`src/rtl/bist_2806_pkg.sv`:
```
// Shared types and constants for the TopLevel2806 self-test controller:
// FSM states, bus widths, MISR polynomial and LFSR feedback taps.
package bist_2806_pkg;

  localparam int unsigned LFSR_W = 4;
  localparam int unsigned MISR_W = 8;
  localparam int unsigned RESP_W = 3;

  localparam logic [MISR_W-1:0] MISR_POLY = 8'h1D;

  // x^4+x^3+1: feedback from the two top LFSR bits
  localparam int unsigned LFSR_TAP_A = 3;
  localparam int unsigned LFSR_TAP_B = 2;

  typedef enum logic [1:0] {
    IDLE  = 2'd0,
    RUN   = 2'd1,
    FLUSH = 2'd2,
    DONE  = 2'd3
  } state_e;

  function automatic logic [LFSR_W-1:0] lfsr_next(input logic [LFSR_W-1:0] s);
    return {s[LFSR_W-2:0], s[LFSR_TAP_A] ^ s[LFSR_TAP_B]};
  endfunction

endpackage

```
`src/rtl/misr_compactor.sv`:
```
// Multiple-input signature register folding the DUT response bus into an
// 8-bit signature; also exposes the value it will hold after this edge.
module misr_compactor
  import bist_2806_pkg::*;
(
  input  logic              clk,
  input  logic              clr,
  input  logic              en,
  input  logic [RESP_W-1:0] resp,
  output logic [MISR_W-1:0] sig,
  output logic [MISR_W-1:0] sig_next_c
);

  logic [MISR_W-1:0] upd_c;

  always_comb begin
    upd_c      = {sig[MISR_W-2:0], 1'b0}
               ^ (sig[MISR_W-1] ? MISR_POLY : MISR_W'(0))
               ^ MISR_W'(resp);
    sig_next_c = en ? upd_c : sig;
  end

  always_ff @(posedge clk) begin
    if (clr) begin
      sig <= '0;
    end else if (en) begin
      sig <= upd_c;
    end
  end

endmodule

```
`src/rtl/bist_ctrl_2806.sv`:
```
// Self-test controller: drives LFSR patterns into TopLevel2806, compacts the
// pipelined responses in a MISR and flags pass against a golden signature.
module bist_ctrl_2806
  import bist_2806_pkg::*;
#(
  parameter int unsigned        PAT_COUNT  = 64,
  parameter int unsigned        PIPE_LAT   = 2,
  parameter logic [LFSR_W-1:0]  SEED       = 4'b0001,
  parameter logic [MISR_W-1:0]  GOLDEN_SIG = 8'h00
) (
  input  logic              CLK,
  input  logic              RST,
  input  logic              start,
  output logic [LFSR_W-1:0] pat_out,
  input  logic [RESP_W-1:0] resp_in,
  output logic              busy,
  output logic              done,
  output logic [MISR_W-1:0] signature,
  output logic              pass
);

  localparam int unsigned CNT_W = 16;
  // an all-zero seed would lock the LFSR, so it is replaced by 1
  localparam logic [LFSR_W-1:0] SEED_EFF = (SEED == '0) ? LFSR_W'(1) : SEED;

  state_e              state;
  logic [LFSR_W-1:0]   lfsr;
  logic [CNT_W-1:0]    count;
  logic [PIPE_LAT-1:0] vpipe;
  logic                misr_clr_c;
  logic [MISR_W-1:0]   sig_next_c;

  assign misr_clr_c = RST | (start & ((state == IDLE) | (state == DONE)));

  always_ff @(posedge CLK) begin
    if (RST) begin
      state   <= IDLE;
      lfsr    <= '0;
      count   <= '0;
      vpipe   <= '0;
      pat_out <= '0;
      busy    <= 1'b0;
      done    <= 1'b0;
      pass    <= 1'b0;
    end else begin
      // delayed copy of "pattern on the bus" marks when its response is due
      vpipe <= PIPE_LAT'({vpipe, state == RUN});
      case (state)
        IDLE, DONE: begin
          if (start) begin
            state   <= RUN;
            lfsr    <= SEED_EFF;
            pat_out <= SEED_EFF;
            count   <= '0;
            busy    <= 1'b1;
            done    <= 1'b0;
            pass    <= 1'b0;
          end
        end
        RUN: begin
          lfsr  <= lfsr_next(lfsr);
          count <= count + 1'b1;
          if (count == CNT_W'(PAT_COUNT - 1)) begin
            state   <= FLUSH;
            count   <= '0;
            pat_out <= '0;
          end else begin
            pat_out <= lfsr_next(lfsr);
          end
        end
        FLUSH: begin
          count <= count + 1'b1;
          // final MISR update lands on this same edge, so judge its next value
          if (count == CNT_W'(PIPE_LAT - 1)) begin
            state <= DONE;
            busy  <= 1'b0;
            done  <= 1'b1;
            pass  <= (sig_next_c == GOLDEN_SIG);
          end
        end
        default: state <= IDLE;
      endcase
    end
  end

  misr_compactor u_misr (
    .clk        (CLK),
    .clr        (misr_clr_c),
    .en         (vpipe[PIPE_LAT-1]),
    .resp       (resp_in),
    .sig        (signature),
    .sig_next_c (sig_next_c)
  );

endmodule
```
`config.mk`:
```
export PLATFORM = sky130hd
export DESIGN_NAME = bist_ctrl_2806
export DESIGN_NICKNAME = d
export VERILOG_FILES = /design/src/rtl/bist_2806_pkg.sv /design/src/rtl/misr_compactor.sv /design/src/rtl/bist_ctrl_2806.sv
export SDC_FILE = /design/constraint.sdc
export NUM_CORES = 1
export LEC_CHECK = 0
export CAP_MARGIN = 10
export CELL_PAD_IN_SITES_DETAIL_PLACEMENT = 0
export CELL_PAD_IN_SITES_GLOBAL_PLACEMENT = 1
export CORE_MARGIN = 2
export CORE_UTILIZATION = 47
export CTS_CLUSTER_DIAMETER = 80
export CTS_CLUSTER_SIZE = 14
export DETAILED_ROUTE_END_ITERATION = 7
export DONT_BUFFER_PORTS = 1
export MAX_ROUTING_LAYER = met4
export PLACE_DENSITY = 0.88
export RECOVER_POWER = 25
export SLEW_MARGIN = 10
export SYNTH_ARGS = -nofsm -noshare
export SYNTH_HDL_FRONTEND = slang
export SYNTH_HIERARCHICAL = 1
export SYNTH_SLANG_ARGS = --single-unit
```
`constraint.sdc`:
```
create_clock -name CLK -period 2.45 [get_ports CLK]
set_input_delay 0.245 -clock CLK [delete_from_list [all_inputs] [get_ports CLK]]
set_output_delay 0.245 -clock CLK [all_outputs]
set_load 0.005 [all_outputs]
```
## After elaboration in Yosys (flattened, before gate mapping)

Cells that the tools add are included.

| cells by class | value |
|---|---|
| add/sub/neg operators | 1 |
| eq/ne operators | 8 |
| mux-type cells | 21 |
| bitwise gates (word level) | 6 |
| reductions and logical operators | 8 |

Operator list:

| cell | count |
|---|---|
| 16-bit case mux with 3 select lines | 1 |
| 16-bit two-way mux | 2 |
| 16-bit by 1-bit adder with 16-bit output, second input constant | 1 |
| 16-bit by 1-bit equality test with 1-bit output, second input constant | 1 |
| 16-bit by 6-bit equality test with 1-bit output, second input constant | 1 |
| 4-bit case mux with 2 select lines | 2 |
| 8-bit zero test | 1 |
| 4-bit two-way mux | 2 |
| 8-bit two-way mux | 1 |
| 8-bit by 3-bit bitwise XOR with 8-bit output | 1 |
| 8-bit bitwise XOR | 1 |
| 2-bit two-way mux | 3 |
| 1-bit case mux with 2 select lines | 3 |
| 2-bit case mux with 3 select lines | 1 |
| 3-bit AND reduction | 2 |
| 1-bit two-way mux | 5 |
| 5-bit two-way mux | 1 |
| 2-bit equality test, second input constant | 2 |
| 2-bit != test, second input constant | 2 |
| 2-bit nonzero test | 2 |
| 2-bit by 1-bit equality test with 1-bit output, second input constant | 1 |
| 2-bit zero test | 1 |
| 2-bit by 1-bit != test with 1-bit output, second input constant | 1 |
| 1-bit OR | 2 |
| 4 further kinds | 4 |

| storage, ports and cells | value |
|---|---|
| register bits after elaboration | 39 |
| output and inout port bits | 15 |
| word-level logic and storage cells | 53 |

## Logic depth before layout (Yosys ltp)

| logic depth | value |
|---|---|
| depth in word-level cells | 7 |
| mapped depth | 8 |

## By module

The synthesis kept the hierarchy.

Modules (own cells, without submodules):

| module | times used | cells an instance | area each (um2) | seq. area each (um2) |
|---|---|---|---|---|
| bist_ctrl_2806 | 1 | 198 | 1612.8 | 620.6 |
| misr_compactor | 1 | 35 | 382.9 | 160.2 |

## Least setup slack after synthesis

No wires, ideal clock.

| timing | value |
|---|---|
| path type | reg2reg |
| start | register state[0] |
| end | register count[10] |
| library setup time | 0.069 ns |
| arrival | 1.743 ns |
| slack | 0.638 ns |
| stages on the path, launching flop included | 8 |
| path buffers | 1 |
| clock period less this slack | 1.812 ns |
| path through | dfxtp_1 -> inv_1 -> ha_1 -> buf_2 -> nand2b_1 -> a2bb2oi_2 -> or4_1 -> o21ai_1 |

| between the ends | value |
|---|---|
| longest elaborated chain between the ends | 3 |
| elaborated cells on any way between the ends | 7 |
| those cells by class | eq/ne: 4; mux: 1; reduce/logical: 2 |

RTL lines:

| element | line | source |
|---|---|---|
| start, declared | bist_ctrl_2806.sv:26 | `state_e state;` |
| start signal, assigned | bist_ctrl_2806.sv:37 | `state <= IDLE;` |
| start signal, assigned | bist_ctrl_2806.sv:51 | `state <= RUN;` |
| start signal, assigned | bist_ctrl_2806.sv:64 | `state <= FLUSH;` |
| 2-bit equality test / 2-bit zero test (equally long branches) | bist_ctrl_2806.sv:48 | `case (state)` |
| 2-bit OR reduction | bist_ctrl_2806.sv:48 |  |
| 16-bit case mux with 3 select lines / 2-bit != test (equally long branches) | -- |  |
| end signal, assigned | bist_ctrl_2806.sv:62 | `count <= count + 1'b1;` |
| end signal, assigned | bist_ctrl_2806.sv:72 | `count <= count + 1'b1;` |
| end, declared | bist_ctrl_2806.sv:28 | `logic [CNT_W-1:0] count;` |

Parallel ways exist; a longest one is shown, timed or not.
A chain may end at the register's enable or synchronous reset.

## Worst setup path after layout

| timing | value |
|---|---|
| start | register state[0] |
| end | register state[0] |

| between the ends | value |
|---|---|
| longest elaborated chain between the ends | 4 |
| elaborated cells on any way between the ends | 10 |
| those cells by class | eq/ne: 6; mux: 1; reduce/logical: 3 |

RTL lines:

| element | line |
|---|---|
| 2-bit equality test / 2-bit zero test (equally long branches) | bist_ctrl_2806.sv:48 |
| 2-bit OR reduction | bist_ctrl_2806.sv:48 |
| 2-bit != test (no source line) | -- |
| 3-bit AND reduction (no source line) | -- |

Parallel ways exist; a longest one is shown, timed or not.

==> impl_metrics.toml <==
[place]
hpwl_um = 2930
place_congestion = 0.874
dp_cells = 275
io_buffers = 0

[run]
timing.max_cap.violations = 0

[timing]
hold_viol = 0
period_share_pct = 82.1
max_freq_mhz = 497
skew_ns = 0.00286
slew_viol_final = 0
rsz0062_at_grt = "false"
tightest_slew_ns = 0.566
finalSetupTns_ns = 0
maxSlewHeadroom_pct = 62.2
layout_min_cycle_time_ns = 2.01
holdWs_ns = 0.0115
setup_viol = 0

[yosys]
synth_top_area_share_pct = 39.1
synthCells = 233
seq_area_frac_synth_pct = 39.1
synth-edff-count = 0
async_flop_share_pct = 0
yosys-top-cells-area = "dfxtp_1 (39%), nand3_1 (4.5%), nand2_1 (4.5%), a21oi_1 (3.8%), nor2_1 (3.8%)"
synthFlopType = "dfxtp_1"
synth_cell_types = 52
ys_ff_latch = 39
syn_nets = 244
avgSynthCellArea_um2 = 8.57
netlist_area_um2 = 2000
yosysWarnings = 6
synth_top_area_cell = "dfxtp_1"

[critical_path]
critPathMaxStageDelay_ns = 0.38
crit_fanout = 7
cp-end-kind = "flip-flop"
path_buf_inv = 1
cpMaxStageDelayCell = "dfxtp_1"
worst_ep_arrival_time_ns = 2.21
worstPathCellList = "inv_1 -> ha_1 -> nand2b_1 -> and4_1 -> nand3_1 -> a21oi_2 -> mux2_1"
cpLargestDelayFamily = "simple AND/OR/NAND/NOR gates"
reg2reg_from = "state[0]$_SDFFE_PP0P_"
crit_start = "state[0]$_SDFFE_PP0P_"
cp.required_ns = 2.64
cp-start-kind = "flip-flop"
crit_type = "reg -> reg"

[global_routing]
gr-total-overflow = 0
grtUsageTotal_pct = 18.8
grt_pass1_vias = 1519
grt_max_degree = 35
grt_pass1_wl_um = 7170
antenna_found_initial = 0

[floorplanning]
fp.coreArea_um2 = 4060
rows = 23
fp.dieArea_um2 = 4780
die_h_um = 69.2
ios = 21
die_x_um = 69.2
start_util_pct = 49.2

[routing]
post_drt_wl_per_cell_um = 14.9
route.detailed.drc = 0
first_pass_iters = 4
antenna_left = 0
drtIter0Drc = 56
routed_wl_um = 4210
vias = 1636
vias_per_cell = 5.78

[cells_and_area]
antenna_cells_inserted = 0
drive_gt1_share_pct = 9.87
final_core_util_pct = 51.7
layout_common_cells = "dfxtp_1 (39), nand2_1 (24), nor2_1 (20), nand3_1 (18), a21oi_1 (15)"
num-fill-cells = 389
layout.nets = 243
finalNonFillerCells = 283
area_growth_pct = 5.20
layout_commonest_cell = "dfxtp_1"

[pwr]
powerDensity_nw_per_um2 = 799
finalPower_mw = 1.68
ir_drop_mv = 0.439
p_leak_nw = 0.701

[clocking]
clkSinkCount = 39
cts_inserted_buffers = 5
htreeDepth = 2
clk-insertion-delay-late_ns = 0.30
clk_path_buf_depth = 2
clock_tree.root_cell = "clkbuf_8"
cts_tree = "done"
cts_resized = 0
cts_setup_buffers = 0
clkTransAtPathRegs_ns = 0.08
ctsHoldBuffers = 0

[run_status]
status = "complete, no violations"

[worst_hold_path]
hold_path_class = "in -> reg"
min_from = "RST"
==> worst reg2reg max path: stages (launching register included) <==
cell      delay, ns
dfxtp_1        0.38
inv_1          0.07
ha_1           0.38
nand2b_1       0.19
and4_1         0.23
nand3_1        0.12
a21oi_2        0.20
mux2_1         0.33
==> layer usage <==
metal	GRT usage, %	up-vias	share of wire, %
met5	-	-	0
met4	6.54	0	1.6
met3	5.26	5	5.2
met2	27.4	35	45
met1	25.1	766	48
li1	-	830	-
==> registers in the layout (all words and copies together) (netlist names) <==
| register | cells |
|---|---|
| state | 2 |
| pass | 1 |
| count | 16 |
| done | 1 |
| vpipe | 2 |
| pat_out | 4 |
| busy | 1 |
| lfsr | 4 |
| u_misr/sig | 8 |
==> kinds of logic after synthesis <==
group	synth area share [%]
XOR/XNOR	4.70
buffers and inverters	5.02
AO/OA/AOI/OAI	15.0
multiplexers	4.07
flip-flops	39.1
adder cells (fa/ha/maj)	3.13
AND/OR/NAND/NOR	29.0
==> synth_stat cells (all sizes together) (2+ instances only) <==
cell type	number
a21oi	16
a311oi	2
a31oi	7
a32o	2
and3	3
and4	3
buf	5
clkbuf	5
dfxtp	39
ha	5
inv	10
mux2	6
nand2	24
nand2b	3
nand3	18
nand3b	2
nand4	3
nor2	20
nor2b	11
nor3	3
nor3b	2
nor4	5
o21ai	10
o22ai	2
or3	3
or4	4
xnor2	6
xor2	2
==> metrics by stage <==
step / instance area, um^2 / setup slack, ns
after floorplan: 2000 / 0.638
after global placement: 2010 / 0.523
after global routing: 2100 / 0.330
after CTS: 2100 / 0.456
after detailed placement: 2010 / 0.476
final: 2100 / 0.438
==> where the power goes <==
group | internal, mW | switching [mW]
clock network | 0.198 | 0.244
logic | 0.185 | 0.298
registers | 0.694 | 0.0605
==> area by class of cell <==
cell class	instances	area (um^2)	share of cell area [%]
inverters	10	37.5	1.79
clock inverters	3	20.0	0.954
well taps	50	62.6	2.98
flip-flops and latches	39	781	37.2
repair buffers	2	15.0	0.715
clock buffers	5	68.8	3.28
multi-input cells	174	1110	53.1
==> worst paths after layout <==
check                                end  slack [ns]  cells past startpoint
hold reg to reg      vpipe[1]$_SDFF_PP0_        0.44                      1
hold / removal    count[11]$_SDFFE_PP0P_        0.01                      1
setup / recovery   state[0]$_SDFFE_PP0P_        0.44                      7
setup reg to reg   state[0]$_SDFFE_PP0P_        0.44                      7
No activity file was read; power rests on OpenSTA's default activity.
